`src/rtl/mac8_signed_acc_if.sv`:
```
// Operand/result stream bundle for mac8_signed_acc: operand beats in, dot-product result out.
interface mac8_signed_acc_if #(
  parameter int unsigned ACC_W = 24
);
  logic             in_valid;
  logic             in_ready;
  logic [7:0]       in_a;
  logic [7:0]       in_b;
  logic             in_last;
  logic             out_valid;
  logic             out_ready;
  logic [ACC_W-1:0] out_acc;
  logic [3:0]       out_count;
  logic             out_ovf;

  modport master (
    output in_valid, in_a, in_b, in_last, out_ready,
    input  in_ready, out_valid, out_acc, out_count, out_ovf
  );

  modport slave (
    input  in_valid, in_a, in_b, in_last, out_ready,
    output in_ready, out_valid, out_acc, out_count, out_ovf
  );
endinterface

```
`src/rtl/mac8_signed_acc.sv`:
```
// Signed 8x8 multiply-accumulate producing one dot product per in_last/N_TERMS-bounded burst.
// Optional feature macro: MAC8_SATURATE_EN (saturating accumulator with sticky out_ovf).
module mac8_mul8x8_signed (
  input  logic [7:0]  a_i,
  input  logic [7:0]  b_i,
  output logic [15:0] p_o
);
  logic [15:0] a_ext;
  logic [15:0] sum;

  // Shift-add over b; the weight of b[7] is -128, so that row is subtracted.
  always_comb begin
    a_ext = {{8{a_i[7]}}, a_i};
    sum   = '0;
    for (int i = 0; i < 7; i++) begin
      if (b_i[i]) sum = sum + (a_ext << i);
    end
    if (b_i[7]) sum = sum - (a_ext << 7);
  end

  assign p_o = sum;
endmodule

module mac8_signed_acc #(
  parameter int unsigned N_TERMS = 8,
  parameter int unsigned ACC_W   = 24
) (
  input logic              clk,
  input logic              rst_n,
  mac8_signed_acc_if.slave bus
);
  typedef enum logic [1:0] {StIdle, StAcc, StDrain, StHold} state_e;

  state_e           state_q;
  logic [15:0]      prod_q;
  logic             prod_vld_q;
  logic [ACC_W-1:0] acc_q, acc_d;
  logic [3:0]       count_q;
  logic [15:0]      prod_w;
  logic             accept;
  logic             close;
  logic [ACC_W:0]   prod_ext;

  mac8_mul8x8_signed u_mul (
    .a_i (bus.in_a),
    .b_i (bus.in_b),
    .p_o (prod_w)
  );

  assign accept   = bus.in_valid && (state_q == StIdle || state_q == StAcc);
  assign close    = bus.in_last || (count_q == 4'(N_TERMS - 1));
  assign prod_ext = {{(ACC_W - 15){prod_q[15]}}, prod_q};

`ifdef MAC8_SATURATE_EN
  logic           ovf_q, ovf_d;
  logic [ACC_W:0] sum_w;

  // Once clamped, the accumulator is frozen until the result is consumed.
  always_comb begin
    sum_w = {acc_q[ACC_W-1], acc_q} + prod_ext;
    acc_d = acc_q;
    ovf_d = ovf_q;
    if (!ovf_q) begin
      if (sum_w[ACC_W] != sum_w[ACC_W-1]) begin
        ovf_d = 1'b1;
        acc_d = sum_w[ACC_W] ? {1'b1, {(ACC_W - 1){1'b0}}} : {1'b0, {(ACC_W - 1){1'b1}}};
      end else begin
        acc_d = sum_w[ACC_W-1:0];
      end
    end
  end

  assign bus.out_ovf = rst_n & ovf_q;
`else
  always_comb begin
    acc_d = acc_q + prod_ext[ACC_W-1:0];
  end

  assign bus.out_ovf = 1'b0;
`endif

  always_ff @(posedge clk) begin
    if (!rst_n) begin
      state_q    <= StIdle;
      prod_q     <= '0;
      prod_vld_q <= 1'b0;
      acc_q      <= '0;
      count_q    <= '0;
`ifdef MAC8_SATURATE_EN
      ovf_q      <= 1'b0;
`endif
    end else begin
      prod_vld_q <= 1'b0;
      if (prod_vld_q) begin
        acc_q <= acc_d;
`ifdef MAC8_SATURATE_EN
        ovf_q <= ovf_d;
`endif
      end
      unique case (state_q)
        StIdle, StAcc: begin
          if (accept) begin
            prod_q     <= prod_w;
            prod_vld_q <= 1'b1;
            count_q    <= count_q + 4'd1;
            state_q    <= close ? StDrain : StAcc;
          end
        end
        StDrain: state_q <= StHold;
        StHold: begin
          if (bus.out_ready) begin
            state_q <= StIdle;
            acc_q   <= '0;
            count_q <= '0;
`ifdef MAC8_SATURATE_EN
            ovf_q   <= 1'b0;
`endif
          end
        end
        default: state_q <= StIdle;
      endcase
    end
  end

  // Outputs are forced low combinationally so they read zero for the whole reset interval.
  assign bus.in_ready  = rst_n && (state_q == StIdle || state_q == StAcc);
  assign bus.out_valid = rst_n && (state_q == StHold);
  assign bus.out_acc   = rst_n ? acc_q : '0;
  assign bus.out_count = rst_n ? count_q : 4'd0;
endmodule

```
`src/flat_wrapper.sv`:
```
// flat-port wrapper written by rule: the top's interface ports become plain ports
module mac8_signed_acc_flat 
#(
  parameter int unsigned N_TERMS = 8,
  parameter int unsigned ACC_W   = 24
)
  (clk, rst_n, bus_in_valid, bus_in_a, bus_in_b, bus_in_last, bus_out_ready, bus_in_ready, bus_out_valid, bus_out_acc, bus_out_count, bus_out_ovf);
  mac8_signed_acc_if #(.ACC_W(ACC_W)) bus_i ();
  input logic clk;
  input logic rst_n;
  input wire logic [$bits(bus_i.in_valid)-1:0] bus_in_valid;
  input wire logic [$bits(bus_i.in_a)-1:0] bus_in_a;
  input wire logic [$bits(bus_i.in_b)-1:0] bus_in_b;
  input wire logic [$bits(bus_i.in_last)-1:0] bus_in_last;
  input wire logic [$bits(bus_i.out_ready)-1:0] bus_out_ready;
  output wire logic [$bits(bus_i.in_ready)-1:0] bus_in_ready;
  output wire logic [$bits(bus_i.out_valid)-1:0] bus_out_valid;
  output wire logic [$bits(bus_i.out_acc)-1:0] bus_out_acc;
  output wire logic [$bits(bus_i.out_count)-1:0] bus_out_count;
  output wire logic [$bits(bus_i.out_ovf)-1:0] bus_out_ovf;
  assign bus_i.in_valid = bus_in_valid;
  assign bus_i.in_a = bus_in_a;
  assign bus_i.in_b = bus_in_b;
  assign bus_i.in_last = bus_in_last;
  assign bus_i.out_ready = bus_out_ready;
  assign bus_in_ready = bus_i.in_ready;
  assign bus_out_valid = bus_i.out_valid;
  assign bus_out_acc = bus_i.out_acc;
  assign bus_out_count = bus_i.out_count;
  assign bus_out_ovf = bus_i.out_ovf;
  mac8_signed_acc #(.N_TERMS(N_TERMS), .ACC_W(ACC_W)) u_core (.clk(clk), .rst_n(rst_n), .bus(bus_i));
endmodule
```
`config.mk`:
```
export PLATFORM = sky130hd
export DESIGN_NAME = mac8_signed_acc_flat
export DESIGN_NICKNAME = d
export VERILOG_FILES = /design/src/rtl/mac8_signed_acc_if.sv /design/src/rtl/mac8_signed_acc.sv /design/src/flat_wrapper.sv
export SDC_FILE = /design/constraint.sdc
export NUM_CORES = 1
export LEC_CHECK = 0
export CAP_MARGIN = 20
export CELL_PAD_IN_SITES_DETAIL_PLACEMENT = 0
export CELL_PAD_IN_SITES_GLOBAL_PLACEMENT = 1
export CORE_MARGIN = 2
export CORE_UTILIZATION = 41
export DETAILED_ROUTE_END_ITERATION = 12
export PLACE_DENSITY = 0.77
export SKIP_LAST_GASP = 1
export SYNTH_ARGS = -nofsm -noshare
export SYNTH_HDL_FRONTEND = slang
export SYNTH_HIERARCHICAL = 1
export SYNTH_SLANG_ARGS = --single-unit
```
`constraint.sdc`:
```
create_clock -name clk -period 12.7 [get_ports clk]
set_clock_uncertainty 0.05 [all_clocks]
set_input_delay 2.54 -clock clk [delete_from_list [all_inputs] [get_ports clk]]
set_output_delay 2.54 -clock clk [all_outputs]
set_load 0.01 [all_outputs]
```
[Yosys cells after proc, flatten, opt, wreduce, memory -nomap -nowiden]
Index checks and enable logic that the tools add are counted.
Operators by class
  muxes and demuxes: 21
  eq/ne operators: 6
  add/subtract/negate cells: 9
  reductions and logical operators: 12
Operators by type and width (count)
  2-to-1 mux 16 bit: 8
  adder 16 bit: 6
  2-to-1 mux 24 bit: 4
  adder 24 bit: 1
  subtractor 16 bit: 1
  2-to-1 mux 4 bit: 3
  one-hot mux 4 bit (2 select lines): 1
  2-to-1 mux 2 bit: 3
  one-hot mux 2 bit (3 select lines): 1
  AND reduction 2 bit: 3
  adder 4 x 1 -> 4 bit, second input constant: 1
  == test 2 bit, second input constant: 2
  == test 4 x 3 -> 1 bit, second input constant: 1
  logical AND 1 bit: 3
  AND reduction 3 bit: 1
  == test 2 x 1 -> 1 bit, second input constant: 1
  zero test 2 bit: 1
  logical OR 1 bit: 2
  inequality test 2 x 1 -> 1 bit, second input constant: 1
  inequality test 2 bit, second input constant: 1
  nonzero test 2 bit: 1
  OR reduction 2 bit: 1
  2-to-1 mux 1 bit: 1
Word-level totals
  logic and storage cells: 53
  input bits: 21
  register bits after elaboration: 47
  output and inout port bits: 31

[Depth between registers and ports, before layout]
  word-level depth: 15
  gate-level depth with buffers: 56
  gate-level depth less buffers: 54

[By module]
The synthesis kept the hierarchy.
By module, submodules not included
  mac8_mul8x8_signed: cells each 596, instances 1, seq. area each 0.0 um^2, area an instance 4155.2 um^2
  mac8_signed_acc: cells each 385, instances 1, seq. area each 940.9 um^2, area an instance 3168.0 um^2

[Least setup slack after synthesis]
No wires, ideal clock.
  path kind: input -> register
  start point: input bus_in_b[0]
  end point: register u_core.prod_q[15]
  setup slack: 0.601 ns
  buffers on the path: 2
  arrival time: 11.973 ns
  cell stages on the path: 50
  library setup time: 0.076 ns
  required time: 12.574 ns
  path through: clkbuf_2 > clkbuf_1 > and2_1 > ha_1 > ha_1 > nor3_1 > nor4b_4 > or3_2 > a31oi_1 > inv_1 > ha_1 > o211ai_1 > o21ai_0 > xnor2_1 > nor2_1 > a311o_1 > ha_1 > o21a_1 > [14 not listed] > mux2_2 > ha_1 > xnor2_1 > nand2_1 > o221ai_1 > inv_1 > ha_1 > nand3_1 > o211ai_1 > o41a_1 > nand2_1 > xor2_1 > or4_1 > nand4_1 > xor2_1 > xnor2_1 > nand2_1 > a21boi_0
On the way
  word-level cells in the longest chain between the ends: 15
Ends and longest elaborated chain
  start, declared: RTL line flat_wrapper.sv:13  | input wire logic [$bits(bus_i.in_b)-1:0] bus_in_b;
  2-to-1 mux 16 bit (*): RTL line mac8_signed_acc.sv:16  | if (b_i[i]) sum = sum + (a_ext << i);
  adder 16 bit: RTL line mac8_signed_acc.sv:16
  2-to-1 mux 16 bit (*): RTL line mac8_signed_acc.sv:16
  adder 16 bit: RTL line mac8_signed_acc.sv:16
  2-to-1 mux 16 bit (*): RTL line mac8_signed_acc.sv:16
  adder 16 bit: RTL line mac8_signed_acc.sv:16
  2-to-1 mux 16 bit (*): RTL line mac8_signed_acc.sv:16
  adder 16 bit: RTL line mac8_signed_acc.sv:16
  2-to-1 mux 16 bit (*): RTL line mac8_signed_acc.sv:16
  adder 16 bit: RTL line mac8_signed_acc.sv:16
  2-to-1 mux 16 bit (*): RTL line mac8_signed_acc.sv:16
  adder 16 bit: RTL line mac8_signed_acc.sv:16
  2-to-1 mux 16 bit (*): RTL line mac8_signed_acc.sv:16
  subtractor 16 bit: RTL line mac8_signed_acc.sv:18  | if (b_i[7]) sum = sum - (a_ext << 7);
  2-to-1 mux 16 bit (*): RTL line mac8_signed_acc.sv:18
  via u_core.prod_w[15]: RTL line mac8_signed_acc.sv:39  | logic [15:0] prod_w;
  end signal, assigned: RTL line mac8_signed_acc.sv:103  | prod_q <= prod_w;
  end, declared: RTL line mac8_signed_acc.sv:35  | logic [15:0] prod_q;
Mark *: on every way through the listed nets, which the timed path passes. The rest lies on a longest branch.
A chain may end at the register's enable or synchronous reset.

[Worst setup path after layout]
  start point: input bus_in_a[5]
  end point: register u_core.prod_q[15]
On the way
  word-level cells in the longest chain between the ends: 15
Ends and longest elaborated chain
  start, declared: RTL line flat_wrapper.sv:12  | input wire logic [$bits(bus_i.in_a)-1:0] bus_in_a;
  2-to-1 mux 16 bit: RTL line mac8_signed_acc.sv:16
  adder 16 bit: RTL line mac8_signed_acc.sv:16
  2-to-1 mux 16 bit: RTL line mac8_signed_acc.sv:16
  adder 16 bit: RTL line mac8_signed_acc.sv:16
  2-to-1 mux 16 bit: RTL line mac8_signed_acc.sv:16
  adder 16 bit: RTL line mac8_signed_acc.sv:16
  2-to-1 mux 16 bit: RTL line mac8_signed_acc.sv:16
  adder 16 bit: RTL line mac8_signed_acc.sv:16
  2-to-1 mux 16 bit: RTL line mac8_signed_acc.sv:16
  adder 16 bit: RTL line mac8_signed_acc.sv:16
  2-to-1 mux 16 bit: RTL line mac8_signed_acc.sv:16
  adder 16 bit: RTL line mac8_signed_acc.sv:16
  2-to-1 mux 16 bit: RTL line mac8_signed_acc.sv:16
  subtractor 16 bit: RTL line mac8_signed_acc.sv:18
  2-to-1 mux 16 bit (*): RTL line mac8_signed_acc.sv:18
  via u_core.prod_w[15]: RTL line mac8_signed_acc.sv:39
Marks and branches as above.

==> impl_metrics.py <==
metrics = {
    "status": {
        "outcome": "finished, final reports clean",
    },
    "worst_setup_path": {
        "start_kind": "input port",
        "r2r_start": "u_core/prod_q[0]",
        "crit_path_top_delay_cell": "clkdlybuf4s50_1",
        "crit_required_ns": 12.86,
        "path_common_cell": "ha_1",
        "r2r_cells": 9,
        "arrival_ns": 12.26,
        "crit_path_end_kind": "flop",
        "crit_fanout": 5,
        "rrSetupSlack_ns": 10.02,
        "r2r_end": "u_core/acc_q[20]",
        "crit_type": "in -> reg",
        "crit_path_max_incr_delay_ns": 0.52,
        "cp-startpoint": "bus_in_a[5]",
    },
    "power_and_ir_drop": {
        "internal_power_uw": 781.8,
        "totalPowerFinal_mw": 1.389,
        "leakage_nw": 3.909,
        "peakVddDrop_mv": 0.1009,
        "switchingPower_uw": 607.3,
        "p_clk_share_pct": 12.3,
        "power_frac_comb_pct": 74.1,
        "power.density_mw_per_mm2": 157.4,
        "seqPwrFrac_pct": 13.6,
        "swShare_pct": 43.72,
    },
    "global_route": {
        "grt_max_degree": 49,
        "gr-usage-all-layers_pct": 22.81,
        "overflow": 0,
        "grt_pass1_wl_um": 34790,
        "antenna_found_initial": 0,
        "grt_pass1_vias": 6769,
    },
    "sta": {
        "rsz0062_at_grt": "false",
        "setup_viol": 0,
        "relSlewSlack_pct": 37.53,
        "finalCritPeriodShare_pct": 95.28,
        "drv_slew": 0,
        "period_needed_ns": 12.10,
        "worst_pin_slew_ns": 0.9340,
        "fmax_mhz": 82.64,
        "tns_ns": 0,
        "hold_viol": 0,
        "fin_ws_ns": 0.6000,
    },
    "yosys": {
        "ys_seq_area_share_pct": 12.85,
        "synthArstFlopShare_pct": 0,
        "ys_seq_elements": 47,
        "avgSynthCellArea_um2": 7.465,
        "ys_warn_count": 6,
        "synth_fp_nets": 1101,
        "netlist_area_mm2": 0.007323,
        "netlist_instances": 981,
        "synthDistinctLibCells": 87,
        "synth-edff-count": 0,
        "synthFlopType": "dfxtp_1",
    },
    "final_layout": {
        "fin_util_pct": 50.86,
        "num_antenna_cells": 0,
        "layout_common_cells": "nand2_1 (96), ha_1 (89), nor2_1 (75)",
        "areaGrowthSynthToFinish_pct": 20.54,
        "fillers": 1718,
        "finalNonFillerCells": 1297,
        "final_nets": 1191,
        "drive_above_1_share_pct": 14.37,
        "layout_commonest_cell": "nand2_1",
    },
    "clocking": {
        "path_clk_slew_ns": 0.06,
        "numCtsBuffers": 5,
        "cts_root_buf": "clkbuf_16",
        "tritoncts": "done",
        "ctsHoldBuffers": 0,
        "cts_max_path_buffers": 2,
        "htree_levels": 2,
        "clock_latency_ns": 0.29,
        "clock_sinks": 47,
    },
    "flow_run": {
        "max_cap_viol_count": 0,
    },
    "drt": {
        "drc": 0,
        "routed.top_layer": "met4",
        "drt-pass1-iter-count": 5,
        "dr.first_iter.drc_count": 401,
        "vias": 7284,
        "drt-met1-wl_um": 10610,
        "wl_um": 21040,
        "drt-wirelength-per-cell_um": 16.22,
        "met3_length_um": 720,
        "drtAntennaViolNets": 0,
        "route.met2.wl_um": 9505,
        "avgViaCountPerCell": 5.616,
    },
    "placed_design": {
        "port_buffers": 50,
        "hpwl_um": 16680,
        "post-place-ws_ns": -0.2023,
        "gp_congestion": 0.8573,
        "dp_cells": 1278,
    },
    "floorplan": {
        "initial_core_util_pct": 42.19,
        "dieHeight_um": 137.6,
        "core.rowCount": 48,
        "die_w_um": 137.6,
        "core_area_mm2": 0.01736,
        "die_area_mm2": 0.01895,
        "ioPinCount": 52,
    },
    "hold_path": {
        "min_path_type": "reg -> reg",
        "min-delay-start": "u_core/prod_q[3]",
        "hold_depth": 2,
        "hold_end": "u_core/prod_q[3]",
    },
}
cells in the mapped netlist (11+ instances only):
cell	n	area, um^2
mux2i_1	16	160.2
xnor2_1	38	332.8
and2_1	38	237.7
dfxtp_1	47	940.9
xor2_1	22	192.7
nor2_1	76	285.3
nand2_1	97	364.1
inv_1	53	198.9
nor2b_1	13	81.33
o21bai_1	13	97.59
nor3_1	28	140.1
ha_1	92	1151
a31oi_1	11	68.82
or3_1	12	75.07
o21ai_0	47	235.2
nand3_1	30	150.1
clkbuf_1	29	108.9
a21oi_1	65	325.3
nand2b_1	14	87.58
a21o_1	22	165.2
a21boi_0	17	127.6
mux2_2	17	191.4
o21a_1	19	142.6
per-stage QoR:
stage	hold WS [ns]	cell area [um^2]
2_1_floorplan	0.3926	7323
3_3_place_gp	0.4129	8377
3_5_place_dp	0.4141	8377
4_1_cts	0.4224	8569
5_1_grt	0.4506	8827
6_report	0.4200	8827
power by group through the flow:
stage | Clock, mW | Sequential (mW) | Combinational (mW)
after floorplan | 0 | 0.181 | 0.704
after global placement | 0 | 0.191 | 0.958
after detailed placement | 0 | 0.191 | 0.959
after CTS | 0.173 | 0.188 | 0.966
after global routing | 0.180 | 0.191 | 1.15
final | 0.171 | 0.188 | 1.03
cells by family after synthesis:
kind of cell / synth area share (%)
xor+xnor: 7.176
simple gates: 23.88
fa+ha+maj: 17.63
compound gates: 27.88
flops: 12.85
mux: 5.211
buf+inv: 5.313
other cells: 0.05121
critical path: cells and delay by family:
family,cells,cell delay (ns)
XOR/XNOR,6,0.81
buffers and inverters,5,0.96
adder cells (fa/ha/maj),7,2.25
AND/OR/NAND/NOR,13,1.88
AO/OA/AOI/OAI,18,3.29
multiplexers,2,0.52
routing by layer:
| layer | vias up | global-route usage, % |
|---|---|---|
| li1 | 3747 | - |
| met1 | 3389 | 33.45 |
| met2 | 134 | 37.06 |
| met3 | 14 | 1.913 |
| met4 | 0 | 3.093 |
| met5 | - | 0 |
state kept, by name (all words and copies together) (netlist names):
name / count
u_core/prod_vld_q: 1
u_core/count_q: 4
u_core/state_q: 2
u_core/acc_q: 24
u_core/prod_q: 16
how the worst max path moves through the flow:
stage                              to  slack, ns
floorplan           u_core/prod_q[15]       0.60
global placement    u_core/prod_q[15]      -0.14
detailed placement  u_core/prod_q[15]      -0.20
CTS                 u_core/prod_q[15]       0.02
global route        u_core/prod_q[15]       0.03
finish              u_core/prod_q[15]       0.60
timing repair:
action	4_1_cts	5_1_grt
resized for setup	0	43
endpoints found under the setup margin	0	3
buffers inserted	0	10
area by class of cell:
type | instances | area (um^2) | share of cell area (%)
sequential | 47 | 940.9 | 10.66
multi-input combinational | 840 | 6150 | 69.67
clock inverter | 3 | 67.56 | 0.7654
tap | 225 | 281.5 | 3.189
timing repair buffer | 121 | 1052 | 11.92
clock buffer | 5 | 125.1 | 1.417
inverter | 56 | 210.2 | 2.381
(Power assumes the default switching activity.)
